--- config.mk ---
export PLATFORM = sky130hd
export DESIGN_NAME = cheat_code_detector_flat
export DESIGN_NICKNAME = d
export VERILOG_FILES = /design/src/rtl/boxhead_keys_pkg.sv /design/src/rtl/cheat_code_if.sv /design/src/rtl/cheat_code_tracker.sv /design/src/rtl/cheat_code_detector.sv /design/src/flat_wrapper.sv
export SDC_FILE = /design/constraint.sdc
export NUM_CORES = 1
export LEC_CHECK = 0
export CORE_MARGIN = 2
export CORE_UTILIZATION = 35
export DETAILED_ROUTE_END_ITERATION = 6
export GPL_ROUTABILITY_DRIVEN = 0
export HOLD_SLACK_MARGIN = 0.1
export PLACE_DENSITY = 0.88
export RECOVER_POWER = 25
export SLEW_MARGIN = 10
export SYNTH_ARGS = -nofsm -noshare
export SYNTH_HDL_FRONTEND = slang
export SYNTH_SLANG_ARGS = --single-unit
--- constraint.sdc ---
create_clock -name Clk -period 2.9 [get_ports Clk]
set_clock_uncertainty 0.15 [all_clocks]
set_input_delay 0.58 -clock Clk [delete_from_list [all_inputs] [get_ports Clk]]
set_output_delay 0.58 -clock Clk [all_outputs]
set_load 0.02 [all_outputs]
--- src/rtl/boxhead_keys_pkg.sv ---
// Shared keyboard constants and width helpers for the cheat-code detector.
package boxhead_keys_pkg;

  // USB HID keycodes used by the game's cheat sequences
  localparam logic [7:0] KEY_UP    = 8'd82;
  localparam logic [7:0] KEY_DOWN  = 8'd81;
  localparam logic [7:0] KEY_LEFT  = 8'd80;
  localparam logic [7:0] KEY_RIGHT = 8'd79;
  localparam logic [7:0] KEY_Z     = 8'd29;
  localparam logic [7:0] KEY_X     = 8'd27;
  localparam logic [7:0] KEY_SPACE = 8'd44;

  // Width needed to hold a progress/length value in the range 0..max_len
  function automatic int lw_of(input int max_len);
    return $clog2(max_len + 1);
  endfunction

endpackage

--- src/rtl/cheat_code_if.sv ---
// Bundle between keyboard/game side (master) and the cheat-code detector (slave).
interface cheat_code_if #(
  parameter int NUM_CODES = 2,
  parameter int MAX_LEN   = 12
);
  import boxhead_keys_pkg::*;

  localparam int LW = lw_of(MAX_LEN);

  logic                           frame_tick;
  logic [7:0]                     keycode;
  logic [NUM_CODES*MAX_LEN*8-1:0] code_seq;
  logic [NUM_CODES*LW-1:0]        code_len;
  logic [NUM_CODES-1:0]           match_pulse;
  logic [NUM_CODES-1:0]           active;
  logic [NUM_CODES*LW-1:0]        progress;

  modport master (
    output frame_tick, keycode, code_seq, code_len,
    input  match_pulse, active, progress
  );

  modport slave (
    input  frame_tick, keycode, code_seq, code_len,
    output match_pulse, active, progress
  );

endinterface

--- src/rtl/cheat_code_tracker.sv ---
// One code's progress register, key compare and active flag.
module cheat_code_tracker
  import boxhead_keys_pkg::*;
#(
  parameter int MAX_LEN     = 12,
  parameter int TOGGLE_MODE = 0,
  parameter int LW          = lw_of(MAX_LEN)
) (
  input  logic                 Clk,
  input  logic                 Reset,
  input  logic                 i_key_event,
  input  logic                 i_abort,
  input  logic                 i_timeout,
  input  logic [7:0]           i_keycode,
  input  logic [MAX_LEN*8-1:0] i_seq,
  input  logic [LW-1:0]        i_len,
  output logic                 o_match_pulse,
  output logic                 o_active,
  output logic [LW-1:0]        o_progress
);

  logic [7:0]    w_step [MAX_LEN];
  logic [LW-1:0] w_len;
  logic [7:0]    w_expect;
  logic [LW-1:0] r_progress, w_progress_next;
  logic          r_match, w_match_next;
  logic          r_active, w_active_next;

  genvar gi;
  generate
    for (gi = 0; gi < MAX_LEN; gi++) begin : g_step
      assign w_step[gi] = i_seq[gi*8 +: 8];
    end
  endgenerate

  // Lengths above MAX_LEN are clamped so the compare never runs off the table
  assign w_len = (i_len > LW'(MAX_LEN)) ? LW'(MAX_LEN) : i_len;

  // Next progress / match / active; abort has priority over any compare
  always_comb begin
    w_progress_next = r_progress;
    w_match_next    = 1'b0;
    w_active_next   = r_active;
    w_expect        = 8'd0;
    if (r_progress < LW'(MAX_LEN)) begin
      w_expect = w_step[r_progress];
    end
    if (i_key_event) begin
      if (w_len == '0 || i_abort || r_progress >= w_len) begin
        // disabled code, abort, or progress left stale by a shorter new code
        w_progress_next = '0;
      end else if (i_keycode == w_expect) begin
        if (r_progress + LW'(1) == w_len) begin
          w_progress_next = '0;
          w_match_next    = 1'b1;
        end else begin
          w_progress_next = r_progress + LW'(1);
        end
      end else if (i_keycode == w_step[0]) begin
        // wrong key that happens to start the code: restart at step 1
        if (w_len == LW'(1)) begin
          w_progress_next = '0;
          w_match_next    = 1'b1;
        end else begin
          w_progress_next = LW'(1);
        end
      end else begin
        w_progress_next = '0;
      end
    end else if (i_timeout) begin
      w_progress_next = '0;
    end
    if (w_match_next) begin
      w_active_next = (TOGGLE_MODE != 0) ? ~r_active : 1'b1;
    end
  end

  // Tracker state registers
  always_ff @(posedge Clk) begin
    if (Reset) begin
      r_progress <= '0;
      r_match    <= 1'b0;
      r_active   <= 1'b0;
    end else begin
      r_progress <= w_progress_next;
      r_match    <= w_match_next;
      r_active   <= w_active_next;
    end
  end

  assign o_match_pulse = r_match;
  assign o_active      = r_active;
  assign o_progress    = r_progress;

endmodule

--- src/rtl/cheat_code_detector.sv ---
// Multi-code key-sequence detector: edge detect, shared frame timeout, abort decode.
module cheat_code_detector
  import boxhead_keys_pkg::*;
#(
  parameter int         NUM_CODES      = 2,
  parameter int         MAX_LEN        = 12,
  parameter int         TIMEOUT_FRAMES = 60,
  parameter logic [7:0] ABORT_KEY      = KEY_SPACE,
  parameter int         TOGGLE_MODE    = 0
) (
  input logic         Clk,
  input logic         Reset,
  cheat_code_if.slave bus
);

  localparam int LW = lw_of(MAX_LEN);
  localparam int CW = $clog2(TIMEOUT_FRAMES + 1);

  logic [7:0]           r_prev_key;
  logic [CW-1:0]        r_frame_cnt, w_frame_cnt_next;
  logic                 w_key_event;
  logic                 w_abort;
  logic                 w_timeout;
  logic [NUM_CODES-1:0] w_match;
  logic [NUM_CODES-1:0] w_active;
  logic [NUM_CODES*LW-1:0] w_progress;

  // A held key produces one event; a direct change to another key is a new event
  assign w_key_event = (bus.keycode != 8'd0) && (bus.keycode != r_prev_key);
  assign w_abort     = (bus.keycode == ABORT_KEY);
  // Fires on the tick that takes the counter to the limit; a same-cycle key wins
  assign w_timeout   = bus.frame_tick && !w_key_event &&
                       (r_frame_cnt == CW'(TIMEOUT_FRAMES - 1));

  // Frame counter: cleared by key events, saturates at the timeout limit
  always_comb begin
    w_frame_cnt_next = r_frame_cnt;
    if (w_key_event) begin
      w_frame_cnt_next = '0;
    end else if (bus.frame_tick && r_frame_cnt != CW'(TIMEOUT_FRAMES)) begin
      w_frame_cnt_next = r_frame_cnt + CW'(1);
    end
  end

  // Previous-key and frame-counter registers
  always_ff @(posedge Clk) begin
    if (Reset) begin
      r_prev_key  <= 8'd0;
      r_frame_cnt <= '0;
    end else begin
      r_prev_key  <= bus.keycode;
      r_frame_cnt <= w_frame_cnt_next;
    end
  end

  genvar gi;
  generate
    for (gi = 0; gi < NUM_CODES; gi++) begin : g_code
      cheat_code_tracker #(
        .MAX_LEN     (MAX_LEN),
        .TOGGLE_MODE (TOGGLE_MODE),
        .LW          (LW)
      ) u_tracker (
        .Clk           (Clk),
        .Reset         (Reset),
        .i_key_event   (w_key_event),
        .i_abort       (w_abort),
        .i_timeout     (w_timeout),
        .i_keycode     (bus.keycode),
        .i_seq         (bus.code_seq[gi*MAX_LEN*8 +: MAX_LEN*8]),
        .i_len         (bus.code_len[gi*LW +: LW]),
        .o_match_pulse (w_match[gi]),
        .o_active      (w_active[gi]),
        .o_progress    (w_progress[gi*LW +: LW])
      );
    end
  endgenerate

  assign bus.match_pulse = w_match;
  assign bus.active      = w_active;
  assign bus.progress    = w_progress;

endmodule
--- src/flat_wrapper.sv ---
// flat-port wrapper written by rule: the top's interface ports become plain ports
module cheat_code_detector_flat import boxhead_keys_pkg::*;
#(
  parameter int         NUM_CODES      = 2,
  parameter int         MAX_LEN        = 12,
  parameter int         TIMEOUT_FRAMES = 60,
  parameter logic [7:0] ABORT_KEY      = KEY_SPACE,
  parameter int         TOGGLE_MODE    = 0
)
  (Clk, Reset, bus_frame_tick, bus_keycode, bus_code_seq, bus_code_len, bus_match_pulse, bus_active, bus_progress);
  cheat_code_if #(.NUM_CODES(NUM_CODES), .MAX_LEN(MAX_LEN)) bus_i ();
  input logic Clk;
  input logic Reset;
  input wire logic [$bits(bus_i.frame_tick)-1:0] bus_frame_tick;
  input wire logic [$bits(bus_i.keycode)-1:0] bus_keycode;
  input wire logic [$bits(bus_i.code_seq)-1:0] bus_code_seq;
  input wire logic [$bits(bus_i.code_len)-1:0] bus_code_len;
  output wire logic [$bits(bus_i.match_pulse)-1:0] bus_match_pulse;
  output wire logic [$bits(bus_i.active)-1:0] bus_active;
  output wire logic [$bits(bus_i.progress)-1:0] bus_progress;
  assign bus_i.frame_tick = bus_frame_tick;
  assign bus_i.keycode = bus_keycode;
  assign bus_i.code_seq = bus_code_seq;
  assign bus_i.code_len = bus_code_len;
  assign bus_match_pulse = bus_i.match_pulse;
  assign bus_active = bus_i.active;
  assign bus_progress = bus_i.progress;
  cheat_code_detector #(.NUM_CODES(NUM_CODES), .MAX_LEN(MAX_LEN), .TIMEOUT_FRAMES(TIMEOUT_FRAMES), .ABORT_KEY(ABORT_KEY), .TOGGLE_MODE(TOGGLE_MODE)) u_core (.Clk(Clk), .Reset(Reset), .bus(bus_i));
endmodule
==> reports/results.md, run 1 <==
| Step | Parameter | This run |
| --- | --- | --- |
| timing | Final-report max-slew violation count | 0 |
| global route | Initial antenna violation count | 0 |
| critical path | Terminus of the critical flop-to-flop path | u_core.g_code[1].u_tracker.o_progress[0]$_SDFFE_PP0P_ |
| clocking | Number of clock sinks | 26 |
| critical path | Path depth of the worst reg2reg path | 9 |
| place | Post-placement worst setup slack | -0.550 ns |
| finish | Fraction of final layout cells sized beyond drive strength 1 | 20.5% |
| min path | Hold WC Path Type | flip-flop to flip-flop |
| timing | Relative slew slack | 58.3% |
| global route | Global-route wire length before repair | 23800 µm |
| drt | Per-cell via count in the routed design | 5.58 |
| critical path | Data required time of the worst path | 2.92 ns |
| critical path | Data arrival time of the critical path | 2.91 ns |
| place | # port buffers | 222 |
| drt | Final antenna-violating net count | 0 |
| floorplan | Core Area | 0.0103 mm² |
| clocking | Post-CTS Hold Buffers | 0 |
| synth | Cell area after technology mapping | 0.00374 mm² |
| critical path | Worst path buffer plus inverter count | 1 |
| synth | Dominant register cell in the synthesized netlist | sky130_fd_sc_hd__dfxtp_1 |
| drt | DRC Markers | 0 |
| timing | Final min period | 2.89 ns |
| min path | Start point of the worst min-delay path | u_core.g_code[1].u_tracker.o_active$_SDFFE_PP0P_ |
| timing | Minimum setup slack in the final design | 0.0131 ns |
| place | HPWL after detailed placement | 12400 µm |
| critical path | Slack of the worst reg-to-reg path | 0.06 ns |
| synth | Ranking of synthesized cells by area | sky130_fd_sc_hd__mux2i_1, sky130_fd_sc_hd__dfxtp_1, sky130_fd_sc_hd__mux4_2 |
| critical path | Critical Path, Cell by Cell | clkdlybuf4s50_1 > mux4_2 > nand2b_4 > a221o_1 > a32oi_1 > and4_4 > mux2_4 > a22o_1 |
| synth | Top-area cell type share of the netlist area | 17.4% |
| global route | Number of global-route vias before repair | 4871 |
| finish | Most used cells in the layout excluding fill and tap cells | sky130_fd_sc_hd__clkdlybuf4s50_1, sky130_fd_sc_hd__buf_4, sky130_fd_sc_hd__mux2i_1 |
| clocking | CTS tree | built |
| power | Power density normalized to cell area | 171 mW/mm² |
| global route | Pin count of the biggest net entering global routing | 17 |
| finish | Final nets | 916 |
| synth | Number of distinct library cell variants in the gate-level netlist after synthesis | 53 |
| clocking | Number of clock buffers inserted by TritonCTS | 3 |
| status | Outcome | completed |
| power | Leak | 0.00249 µW |
| synth | Total of flip-flops plus latches after synthesis | 26 |
| timing | WHS | 0.352 ns |
| synth | Post-Syn Area per Cell | 8.90 µm² |
| synth | Count of flip-flops with a built-in enable after synthesis | 0 |
| timing | Final cycle utilization of the critical path | 99.5% |
| critical path | Setup CP Type | input pin to flip-flop |
| clocking | Clk buf depth | 2 |
| finish | Area growth from synthesis to layout | 80.1% |
| synth | Net count after synthesis | 643 |
| timing | Final number of hold-violating endpoints | 0 |
| drt | Total length of routed wires | 15600 µm |
| drt | Total via count after detailed routing | 4621 |
| synth | Mapped Cells | 420 |
| critical path | Top fanout value on the critical path | 2 |
| synth | Ys async rst share | 0% |
| power | Peak supply drop | 0.113 mV |
| global route | Total overflow reported by the global router | 0 |
| critical path | Delay contributed by the slowest stage of the critical path | 0.48 ns |
| drt | First-iteration detailed-routing DRC count | 191 |
| critical path | Startpoint of the lowest-slack register-to-register path | u_core.g_code[1].u_tracker.o_progress[0]$_SDFFE_PP0P_ |
| run | Max Cap Viol | 0 |
| finish | Most common cell after layout, fill and taps aside | sky130_fd_sc_hd__clkdlybuf4s50_1 |
| floorplan | Number of placement rows | 37 |
| finish | Count of antenna diodes in the layout | 0 |
| drt | Post-detailed-route wirelength per cell | 18.8 µm |
| critical path | Master of the slowest instance on the critical path | sky130_fd_sc_hd__mux4_2 |
| global route | Overall routing resource usage | 25.9% |
| synth | Sequential fraction of the synthesis area | 13.9% |
| min path | Instance count along the most critical hold path | 1 |
| drt | First-pass iteration count of the detailed router | 4 |
| timing | Final setup viols | 0 |
| critical path | Nature of the critical path startpoint | input pin |
| min path | Hold Path End | u_core.g_code[1].u_tracker.o_active$_SDFFE_PP0P_ |
| floorplan | # IOs | 223 |
| clocking | Clock tree root driver cell | sky130_fd_sc_hd__clkbuf_8 |
| clocking | Clock input transition at the sequential cells of the worst setup and hold paths | 0.09 ns |
| timing | Worst-Margin Slew | 0.623 ns |
| floorplan | Horizontal extent of the die | 107 µm |
| clocking | Clock latency on the worst-skew pair | 0.27 ns |
| critical path | Worst Setup End Kind | flip-flop |
| critical path | Cell family contributing the most delay on the critical path | multiplexers |
| synth | Dominant cell type by area after synthesis | sky130_fd_sc_hd__mux2i_1 |
| synth | YS warnings | 0 |
| floorplan | Area enclosed by the die boundary | 0.0115 mm² |
| floorplan | Die boundary height | 107 µm |
| clocking | H-tree depth | 1 |
| timing | Highest clock frequency the design can meet | 346 MHz |
| floorplan | Initial standard-cell utilization of the core | 36.2% |
-- cell type report --
| class | instances | area (µm²) |
|---|---|---|
| fillers | 777 | 3590 |
| multi-input cells | 344 | 3060 |
| repair buffers | 305 | 2880 |
| flip-flops and latches | 26 | 529 |
| well taps | 136 | 170 |
| inverters | 13 | 48.8 |
| clock buffers | 4 | 45.0 |
-- state kept, by name, summed over array words and instances (netlist names) --
register,count
u_core.g_code.u_tracker.o_match_pulse,2
u_core.g_code.u_tracker.o_active,2
u_core.r_frame_cnt,6
u_core.g_code.u_tracker.o_progress,8
u_core.r_prev_key,8
-- routing by layer --
metal  vias to the layer above  track usage (%)  wire, µm
met1                      2158             26.6      5600
met5                         -                0         0
met2                       257             50.4      8000
li1                       2153                -         -
met4                         0             12.2       750
met3                        53             4.36      1210
-- worst max path at each step --
| stage | from | end | slack, ns | cells past startpoint |
|---|---|---|---|---|
| floorplan | u_core.g_code[1].u_tracker.o_progress[0]$_SDFFE_PP0P_ | u_core.g_code[1].u_tracker.o_progress[2]$_SDFFE_PP0P_ | -0.05 | 12 |
| global placement | bus_code_len[3] | u_core.g_code[0].u_tracker.o_progress[1]$_SDFFE_PP0P_ | -0.42 | 10 |
| detailed placement | bus_code_len[0] | u_core.g_code[0].u_tracker.o_progress[2]$_SDFFE_PP0P_ | -0.55 | 11 |
| CTS | bus_code_seq[191] | u_core.g_code[1].u_tracker.o_progress[0]$_SDFFE_PP0P_ | 0.004 | 8 |
| global route | bus_code_len[4] | u_core.g_code[1].u_tracker.o_progress[2]$_SDFFE_PP0P_ | -0.06 | 11 |
| finish | bus_code_seq[117] | u_core.g_code[1].u_tracker.o_progress[0]$_SDFFE_PP0P_ | 0.01 | 8 |
-- synth_stat cells (2+ instances only) --
cell type,n
sky130_fd_sc_hd__a22o_1,2
sky130_fd_sc_hd__buf_6,8
sky130_fd_sc_hd__o21ai_0,4
sky130_fd_sc_hd__nor4_1,5
sky130_fd_sc_hd__or4_1,3
sky130_fd_sc_hd__a21oi_1,18
sky130_fd_sc_hd__xnor2_1,28
sky130_fd_sc_hd__or4b_1,2
sky130_fd_sc_hd__and4_1,2
sky130_fd_sc_hd__and2_1,4
sky130_fd_sc_hd__buf_4,10
sky130_fd_sc_hd__nor3_1,5
sky130_fd_sc_hd__ha_1,12
sky130_fd_sc_hd__and3_1,6
sky130_fd_sc_hd__or3_1,2
sky130_fd_sc_hd__xor2_1,17
sky130_fd_sc_hd__o22ai_1,8
sky130_fd_sc_hd__buf_12,2
sky130_fd_sc_hd__a221o_1,12
sky130_fd_sc_hd__buf_2,8
sky130_fd_sc_hd__a21o_1,5
sky130_fd_sc_hd__a221oi_1,13
sky130_fd_sc_hd__nor2_1,13
sky130_fd_sc_hd__a22oi_1,7
sky130_fd_sc_hd__a31oi_1,8
sky130_fd_sc_hd__mux2i_1,65
sky130_fd_sc_hd__nand4_1,7
sky130_fd_sc_hd__a32oi_1,4
sky130_fd_sc_hd__clkbuf_1,7
sky130_fd_sc_hd__nand2b_1,13
sky130_fd_sc_hd__buf_1,2
sky130_fd_sc_hd__mux4_2,16
sky130_fd_sc_hd__nand2_1,18
sky130_fd_sc_hd__nor2b_1,12
sky130_fd_sc_hd__dfxtp_1,26
sky130_fd_sc_hd__inv_1,13
sky130_fd_sc_hd__nand3_1,17
-- where the power goes --
part | internal [µW] | leakage [µW] | total (µW) | switching [µW]
Sequential | 361 | 0.000214 | 364 | 2.95
Clock | 98.3 | 0.0000228 | 210 | 111
Combinational | 393 | 0.00226 | 578 | 185
-- cells by family after synthesis --
logic type | Yosys count | share of synthesized area [%]
xor gates and xnor gates | 45 | 10.5
DFF | 26 | 13.9
buffers and inverters | 50 | 8.77
adders and majority gates | 12 | 4.02
and+or+nand+nor | 114 | 17.0
AOI/OAI and AO/OA | 91 | 18.2
muxes | 82 | 27.5
-- timing repair --
action                                  CTS  global route
pin swaps                                13            15
setup buffers                             4             7
cloned                                    1             0
endpoints found under the setup margin    9            10
gates resized for setup                  37            22
-- per-stage QoR --
stage               setup TNS, ns  power, µW  util [%]  instances  instance area [µm²]
floorplan                 -0.0464        549         -        420                 3780
global placement            -3.69        919      62.2        812                 6420
detailed placement          -4.77        932      62.2        812                 6420
CTS                             0       1150      63.8        821                 6590
global route              -0.0608       1220      65.2        828                 6730
finish                          0       1150      65.2        828                 6730
Note: power is estimated with default switching activity, not from simulation.
==> inputs of run 2 (changes only) <==
--- a/config.mk
+++ b/config.mk
@@ -7,6 +7,7 @@
 export LEC_CHECK = 0
 export CORE_MARGIN = 2
 export CORE_UTILIZATION = 35
+export CTS_BUF_LIST = sky130_fd_sc_hd__clkbuf_16
 export DETAILED_ROUTE_END_ITERATION = 6
 export GPL_ROUTABILITY_DRIVEN = 0
 export HOLD_SLACK_MARGIN = 0.1
==> run 2 against run 1 <==
  * Sequential share of layout area shrank 0.092 points
  * Count of clock-buffer cells in the layout is 1 lower
  * Power rose by 8.1%
  * Wire length down 0.28%
  * Critical endpoint unchanged
  * Flip-flop and latch count is the same
  * Die area unchanged
  * Worst setup slack lost 0.0029 ns
  * Largest power group unchanged
==> reports/results.md, run 2 (synthesis results as in run 1) <==
| Step | Parameter | This run | vs previous |
| --- | --- | --- | --- |
| critical path | Worst Setup End Kind | flip-flop | unchanged |
| critical path | Nature of the critical path startpoint | input pin | unchanged |
| critical path | Data required time of the worst path | 2.90 ns | was 2.92 ns |
| timing | Setup repair after global routing missed its margin | yes |  |
| floorplan | # IOs | 223 | unchanged |
| clocking | Clock tree root driver cell | sky130_fd_sc_hd__clkbuf_16 | was sky130_fd_sc_hd__clkbuf_8 |
| critical path | Terminus of the critical flop-to-flop path | u_core.g_code[1].u_tracker.o_progress[0]$_SDFFE_PP0P_ | unchanged |
| finish | Count of antenna diodes in the layout | 0 | unchanged |
| power | Power density normalized to cell area | 184 mW/mm² | was 171 mW/mm² |
| min path | Start point of the worst min-delay path | u_core.g_code[1].u_tracker.o_active$_SDFFE_PP0P_ | unchanged |
| finish | Sequential cell area in the final layout | 527 µm² | was 529 µm² |
| clocking | Number of clock sinks | 26 | unchanged |
| min path | Hold Path End | u_core.g_code[1].u_tracker.o_active$_SDFFE_PP0P_ | unchanged |
| finish | Area of combinational cells with multiple inputs | 0.00305 mm² | was 0.00306 mm² |
| clocking | H-tree depth | 1 | unchanged |
| timing | Final min period | 2.89 ns | about the same |
| clocking | CTS tree | built | unchanged |
| timing | Final number of hold-violating endpoints | 0 | unchanged |
| finish | Most common cell after layout, fill and taps aside | sky130_fd_sc_hd__clkdlybuf4s50_1 | unchanged |
| clocking | Clock latency on the worst-skew pair | 0.26 ns | was 0.27 ns |
| drt | Final antenna-violating net count | 0 | unchanged |
| finish | Number of filler instances in the final layout | 762 | was 777 |
| critical path | Master of the slowest instance on the critical path | sky130_fd_sc_hd__mux4_2 | unchanged |
| timing | Final cycle utilization of the critical path | 99.6% | was 99.5% |
| power | Leak | 0.00258 µW | was 0.00249 µW |
| floorplan | Number of placement rows | 37 | unchanged |
| critical path | Slack of the worst reg-to-reg path | 0.02 ns | was 0.06 ns |
| run | Max Cap Viol | 0 | unchanged |
| global route | Overall routing resource usage | 25.6% | was 25.9% |
| timing | Final setup viols | 0 | unchanged |
| floorplan | Core Area | 0.0103 mm² | unchanged |
| power | Peak supply drop | 0.210 mV | was 0.113 mV |
| status | Outcome | completed | unchanged |
| global route | Total overflow reported by the global router | 0 | unchanged |
| clocking | Number of clock buffers inserted by TritonCTS | 3 | unchanged |
| critical path | Data arrival time of the critical path | 2.89 ns | was 2.91 ns |
| timing | Worst-Margin Slew | 0.646 ns | was 0.623 ns |
| drt | Per-cell via count in the routed design | 5.59 | was 5.58 |
| global route | Number of global-route vias before repair | 4836 | was 4871 |
| critical path | Delay contributed by the slowest stage of the critical path | 0.47 ns | was 0.48 ns |
| place | HPWL after detailed placement | 12400 µm | unchanged |
| clocking | Clk buf depth | 2 | unchanged |
| finish | Final nets | 919 | was 916 |
| drt | Total via count after detailed routing | 4643 | was 4621 |
| timing | Highest clock frequency the design can meet | 346 MHz | about the same |
| critical path | Setup CP Type | input pin to flip-flop | unchanged |
| critical path | Top fanout value on the critical path | 2 | unchanged |
| global route | Global-route wire length before repair | 23600 µm | was 23800 µm |
| drt | First-pass iteration count of the detailed router | 5 | was 4 |
| global route | Initial antenna violation count | 0 | unchanged |
| clocking | Clock input transition at the sequential cells of the worst setup and hold paths | 0.06 ns | was 0.09 ns |
| floorplan | Die boundary height | 107 µm | unchanged |
| critical path | Startpoint of the lowest-slack register-to-register path | u_core.g_code[1].u_tracker.o_progress[0]$_SDFFE_PP0P_ | unchanged |
| floorplan | Initial standard-cell utilization of the core | 36.2% | unchanged |
| finish | Most used cells in the layout excluding fill and tap cells | sky130_fd_sc_hd__clkdlybuf4s50_1, sky130_fd_sc_hd__buf_4, sky130_fd_sc_hd__mux2i_1 | unchanged |
| timing | Relative slew slack | 56.8% | was 58.3% |
| place | # port buffers | 222 | unchanged |
| timing | Total negative setup slack | 0 ns | unchanged |
| finish | Area growth from synthesis to layout | 81.4% | was 80.1% |
| place | Post-DP Area | 0.00642 mm² | unchanged |
| drt | DRC Markers | 0 | unchanged |
| timing | Final-report max-slew violation count | 0 | unchanged |
| floorplan | Area enclosed by the die boundary | 0.0115 mm² | unchanged |
| drt | Post-detailed-route wirelength per cell | 18.7 µm | was 18.8 µm |
| critical path | Path depth of the worst reg2reg path | 9 | unchanged |
| min path | Instance count along the most critical hold path | 1 | unchanged |
| global route | Pin count of the biggest net entering global routing | 17 | unchanged |
| floorplan | Horizontal extent of the die | 107 µm | unchanged |
| drt | Total length of routed wires | 15500 µm | was 15600 µm |
| clocking | Post-CTS Hold Buffers | 0 | unchanged |
| drt | First-iteration detailed-routing DRC count | 191 | unchanged |
| min path | Hold WC Path Type | flip-flop to flip-flop | unchanged |
| critical path | Critical Path, Cell by Cell | clkdlybuf4s50_1 > mux4_2 > nand2b_4 > a221o_1 > a32oi_1 > and4_4 > mux2_4 > a22o_1 | unchanged |
| finish | Post-route standard cell area excluding fillers | 0.00678 mm² | was 0.00673 mm² |
| finish | Fraction of final layout cells sized beyond drive strength 1 | 20.7% | was 20.5% |
-- run 2: changes by cell type in the layout (fill, tap and decap cells not counted), moves of 2 or more --
cell / before / now
sky130_fd_sc_hd__clkbuf_1: 2 / 0
sky130_fd_sc_hd__buf_6: 2 / 5
sky130_fd_sc_hd__clkbuf_16: 0 / 3
sky130_fd_sc_hd__clkdlybuf4s50_1: 209 / 201
sky130_fd_sc_hd__buf_4: 77 / 80
sky130_fd_sc_hd__mux2i_2: 2 / 0
sky130_fd_sc_hd__dlymetal6s2s_1: 4 / 10
sky130_fd_sc_hd__mux2i_1: 62 / 64
sky130_fd_sc_hd__clkbuf_8: 3 / 0
-- run 2: repair_timing --
item	CTS	global route
endpoints found under the setup margin	9	10
pin swaps	16	19
buffers inserted	4	11
resized for setup	37	26
-- run 2: stage by stage --
| stage | hold WS [ns] | instances | setup WS [ns] | util [%] | power (µW) |
|---|---|---|---|---|---|
| after floorplan | 0.300 | 420 | -0.0464 | - | 549 |
| after global placement | 0.321 | 812 | -0.417 | 62.2 | 919 |
| after detailed placement | 0.325 | 812 | -0.550 | 62.2 | 932 |
| after global routing | 0.379 | 831 | -0.0589 | 65.6 | 1310 |
| after CTS | 0.340 | 820 | 0.000247 | 63.8 | 1250 |
| final | 0.352 | 831 | 0.0102 | 65.6 | 1240 |
-- run 2: worst max-delay path, delay by kind of cell --
kind	cells	cell delay, ns
buffers and inverters	1	0.45
muxes	2	0.77
AOI/OAI and AO/OA	3	0.65
and+or+nand+nor	2	0.44
-- run 2: worst max path at each step --
stage / start / end
after floorplan: u_core.g_code[1].u_tracker.o_progress[0]$_SDFFE_PP0P_ / u_core.g_code[1].u_tracker.o_progress[2]$_SDFFE_PP0P_
after global placement: bus_code_len[3] / u_core.g_code[0].u_tracker.o_progress[1]$_SDFFE_PP0P_
after detailed placement: bus_code_len[0] / u_core.g_code[0].u_tracker.o_progress[2]$_SDFFE_PP0P_
after CTS: bus_code_seq[121] / u_core.g_code[1].u_tracker.o_progress[0]$_SDFFE_PP0P_
after global routing: bus_code_len[7] / u_core.g_code[1].u_tracker.o_progress[2]$_SDFFE_PP0P_
final: bus_code_seq[117] / u_core.g_code[1].u_tracker.o_progress[0]$_SDFFE_PP0P_
-- run 2: layer usage --
layer / vias up / track usage (%) / wire [µm]
li1: 2157 / - / -
met1: 2179 / 26.6 / 5580
met2: 267 / 49.7 / 8080
met3: 40 / 4.06 / 1260
met4: 0 / 11.5 / 592
met5: - / 0 / 0
-- run 2: layout make-up --
cell class | instances | share of cell area, %
timing repair buffer | 308 | 42.8
clock buffer | 3 | 1.11
multi-input combinational | 344 | 45.0
tap | 136 | 2.51
sequential | 26 | 7.77
inverter | 13 | 0.720
clock inverter | 1 | 0.0554
-- run 2: power breakdown --
part | leakage, µW | switching (µW) | internal [µW]
registers | 0.000213 | 2.94 | 362
clock network | 0.0000423 | 119 | 184
logic | 0.00232 | 185 | 391
total | 0.00258 | 307 | 937
==> inputs of run 3 (changes only) <==
--- a/config.mk
+++ b/config.mk
@@ -17,3 +17,4 @@
 export SYNTH_ARGS = -nofsm -noshare
 export SYNTH_HDL_FRONTEND = slang
 export SYNTH_SLANG_ARGS = --single-unit
+export TNS_END_PERCENT = 50
==> run 3 against run 2 <==
  * Via count shrank 1.7%
  * Count of clock-buffer cells in the layout is the same
  * Largest power group unchanged
  * Clock power grew 2%
  * Flip-flop and latch count is the same
  * Non-clock buffer count shrank 10
  * Largest cell class unchanged
  * Worst setup slack gained 0.013 ns
  * Die area is the same
  * Fmax grew 0.46%
  * Sequential share of layout area is essentially flat
  * Critical path depth is the same
  * Critical path type unchanged
==> reports/results.md, run 3 (synthesis results as in run 1) <==
| Step | Parameter | This run | vs previous |
| --- | --- | --- | --- |
| finish | Most common cell after layout, fill and taps aside | sky130_fd_sc_hd__clkdlybuf4s50_1 | unchanged |
| critical path | Setup CP Type | input pin to flip-flop | unchanged |
| clocking | H-tree depth | 1 | unchanged |
| critical path | Top fanout value on the critical path | 2 | unchanged |
| critical path | Data arrival time of the critical path | 2.88 ns | was 2.89 ns |
| critical path | Cell family contributing the most delay on the critical path | multiplexers | unchanged |
| global route | Global-route wire length before repair | 23900 µm | was 23600 µm |
| clocking | Number of clock sinks | 26 | unchanged |
| critical path | Master of the slowest instance on the critical path | sky130_fd_sc_hd__mux4_2 | unchanged |
| drt | Total length of routed wires | 15400 µm | was 15500 µm |
| floorplan | Core Area | 0.0103 mm² | unchanged |
| finish | Final nets | 909 | was 919 |
| power | Power consumption | 1240 µW | about the same |
| floorplan | Horizontal extent of the die | 107 µm | unchanged |
| power | Leak | 0.00254 µW | was 0.00258 µW |
| global route | Initial antenna violation count | 0 | unchanged |
| critical path | Nature of the critical path startpoint | input pin | unchanged |
| critical path | Worst path buffer plus inverter count | 1 | unchanged |
| finish | Non-filler cells in the finished layout | 821 | was 831 |
| drt | Post-detailed-route wirelength per cell | 18.8 µm | was 18.7 µm |
| timing | Final number of hold-violating endpoints | 0 | unchanged |
| floorplan | Die boundary height | 107 µm | unchanged |
| drt | First-iteration detailed-routing DRC count | 158 | was 191 |
| floorplan | Number of placement rows | 37 | unchanged |
| finish | Number of filler instances in the final layout | 816 | was 762 |
| place | HPWL after detailed placement | 12700 µm | was 12400 µm |
| critical path | Delay contributed by the slowest stage of the critical path | 0.45 ns | was 0.47 ns |
| global route | Number of global-route vias before repair | 4880 | was 4836 |
| power | Peak supply drop | 0.165 mV | was 0.210 mV |
| power | Power density normalized to cell area | 184 mW/mm² | about the same |
| clocking | Post-CTS Hold Buffers | 0 | unchanged |
| drt | DRC Markers | 0 | unchanged |
| timing | Highest clock frequency the design can meet | 348 MHz | was 346 MHz |
| status | Outcome | completed | unchanged |
| finish | Most used cells in the layout excluding fill and tap cells | sky130_fd_sc_hd__clkdlybuf4s50_1, sky130_fd_sc_hd__buf_4, sky130_fd_sc_hd__mux2i_1 | unchanged |
| critical path | Worst Setup End Kind | flip-flop | unchanged |
| finish | Count of antenna diodes in the layout | 0 | unchanged |
| global route | Overall routing resource usage | 26.0% | was 25.6% |
| timing | Final setup viols | 0 | unchanged |
| floorplan | Initial standard-cell utilization of the core | 36.2% | unchanged |
| critical path | Critical Path, Cell by Cell | clkdlybuf4s50_1 > mux4_2 > nand2b_4 > a221o_1 > a32oi_2 > and4_4 > mux2_4 > a22o_1 | was clkdlybuf4s50_1 > mux4_2 > nand2b_4 > a221o_1 > a32oi_1 > and4_4 > mux2_4 > a22o_1 |
| drt | First-pass iteration count of the detailed router | 5 | unchanged |
| drt | Total via count after detailed routing | 4563 | was 4643 |
| clocking | Clock input transition at the sequential cells of the worst setup and hold paths | 0.06 ns | about the same |
| finish | Area growth from synthesis to layout | 80.1% | was 81.4% |
| clocking | Clock latency on the worst-skew pair | 0.26 ns | about the same |
| finish | Fraction of final layout cells sized beyond drive strength 1 | 19.3% | was 20.7% |
| critical path | Data required time of the worst path | 2.91 ns | was 2.90 ns |
| drt | Final antenna-violating net count | 0 | unchanged |
| floorplan | # IOs | 223 | unchanged |
| timing | Final min period | 2.88 ns | was 2.89 ns |
| drt | Per-cell via count in the routed design | 5.56 | was 5.59 |
| place | Post-DP Area | 0.00641 mm² | was 0.00642 mm² |
| clocking | CTS tree | built | unchanged |
| min path | Hold WC Path Type | flip-flop to flip-flop | unchanged |
| clocking | Clock tree root driver cell | sky130_fd_sc_hd__clkbuf_16 | unchanged |
| timing | Relative slew slack | 59.0% | was 56.8% |
| global route | Pin count of the biggest net entering global routing | 18 | was 17 |
| timing | Worst-Margin Slew | 0.614 ns | was 0.646 ns |
| clocking | Clk buf depth | 2 | unchanged |
| floorplan | Area enclosed by the die boundary | 0.0115 mm² | unchanged |
| timing | Final cycle utilization of the critical path | 99.2% | was 99.6% |
| place | # port buffers | 222 | unchanged |
| global route | Total overflow reported by the global router | 0 | unchanged |
| timing | Final-report max-slew violation count | 0 | unchanged |
| finish | Post-route standard cell area excluding fillers | 0.00673 mm² | was 0.00678 mm² |
| run | Max Cap Viol | 0 | unchanged |
| place | Post-Place Cells | 807 | was 812 |
| clocking | Number of clock buffers inserted by TritonCTS | 3 | unchanged |
==> run 3: worst paths after layout <==
| path | start | endpoint | slack, ns | cells after the start |
|---|---|---|---|---|
| setup reg to reg | u_core.g_code[0].u_tracker.o_progress[3]$_SDFFE_PP0P_ | u_core.g_code[0].u_tracker.o_progress[1]$_SDFFE_PP0P_ | 0.04 | 7 |
| hold reg to reg | u_core.g_code[1].u_tracker.o_active$_SDFFE_PP0P_ | u_core.g_code[1].u_tracker.o_active$_SDFFE_PP0P_ | 0.35 | 1 |
| setup / recovery | bus_code_seq[127] | u_core.g_code[1].u_tracker.o_progress[0]$_SDFFE_PP0P_ | 0.02 | 8 |
| hold / removal | u_core.g_code[1].u_tracker.o_active$_SDFFE_PP0P_ | u_core.g_code[1].u_tracker.o_active$_SDFFE_PP0P_ | 0.35 | 1 |
==> run 3: cell type report <==
| type | count | area (µm²) | share of cell area, % |
|---|---|---|---|
| tap | 136 | 170 | 2.53 |
| inverter | 13 | 48.8 | 0.725 |
| clock inverter | 1 | 3.75 | 0.0558 |
| multi-input combinational | 344 | 3040 | 45.2 |
| clock buffer | 3 | 75.1 | 1.12 |
| timing repair buffer | 298 | 2860 | 42.6 |
| sequential | 26 | 526 | 7.81 |
==> run 3: metal layers <==
| layer | vias up | track usage, % | part of all wire (%) |
|---|---|---|---|
| li1 | 2138 | - | - |
| met1 | 2150 | 25.8 | 35 |
| met2 | 236 | 52.9 | 54 |
| met3 | 39 | 4.24 | 7.6 |
| met4 | 0 | 9.65 | 3.2 |
| met5 | - | 0 | 0 |
==> run 3: report_power, final <==
part | switching [µW] | total [µW] | internal, µW
sequential | 2.95 | 365 | 362
combinational | 180 | 565 | 385
clock | 124 | 309 | 185
==> run 3: timing repair <==
item,in CTS,in global routing
gates resized for setup,30,30
buffers inserted,6,4
endpoints found under the setup margin,11,11
pin swaps,13,23
==> run 3: worst register-to-register path, delay by kind of cell, from the launching register on <==
| family | cells | cell delay [ns] |
|---|---|---|
| AND/OR/NAND/NOR | 2 | 1.07 |
| AO/OA/AOI/OAI | 4 | 1.05 |
| flip-flops | 1 | 0.39 |
| XOR/XNOR | 1 | 0.14 |
==> run 3: metrics by stage <==
stage	setup TNS (ns)	hold slack (ns)	setup WS (ns)	utilization, %
after floorplan	-0.0730	0.300	-0.0464	-
after global placement	-3.67	0.326	-0.443	62.1
after detailed placement	-5.01	0.350	-0.557	62.1
after CTS	0	0.361	0.000226	64.1
after global routing	-0.0757	0.386	-0.0560	65.2
final	0	0.352	0.0234	65.2
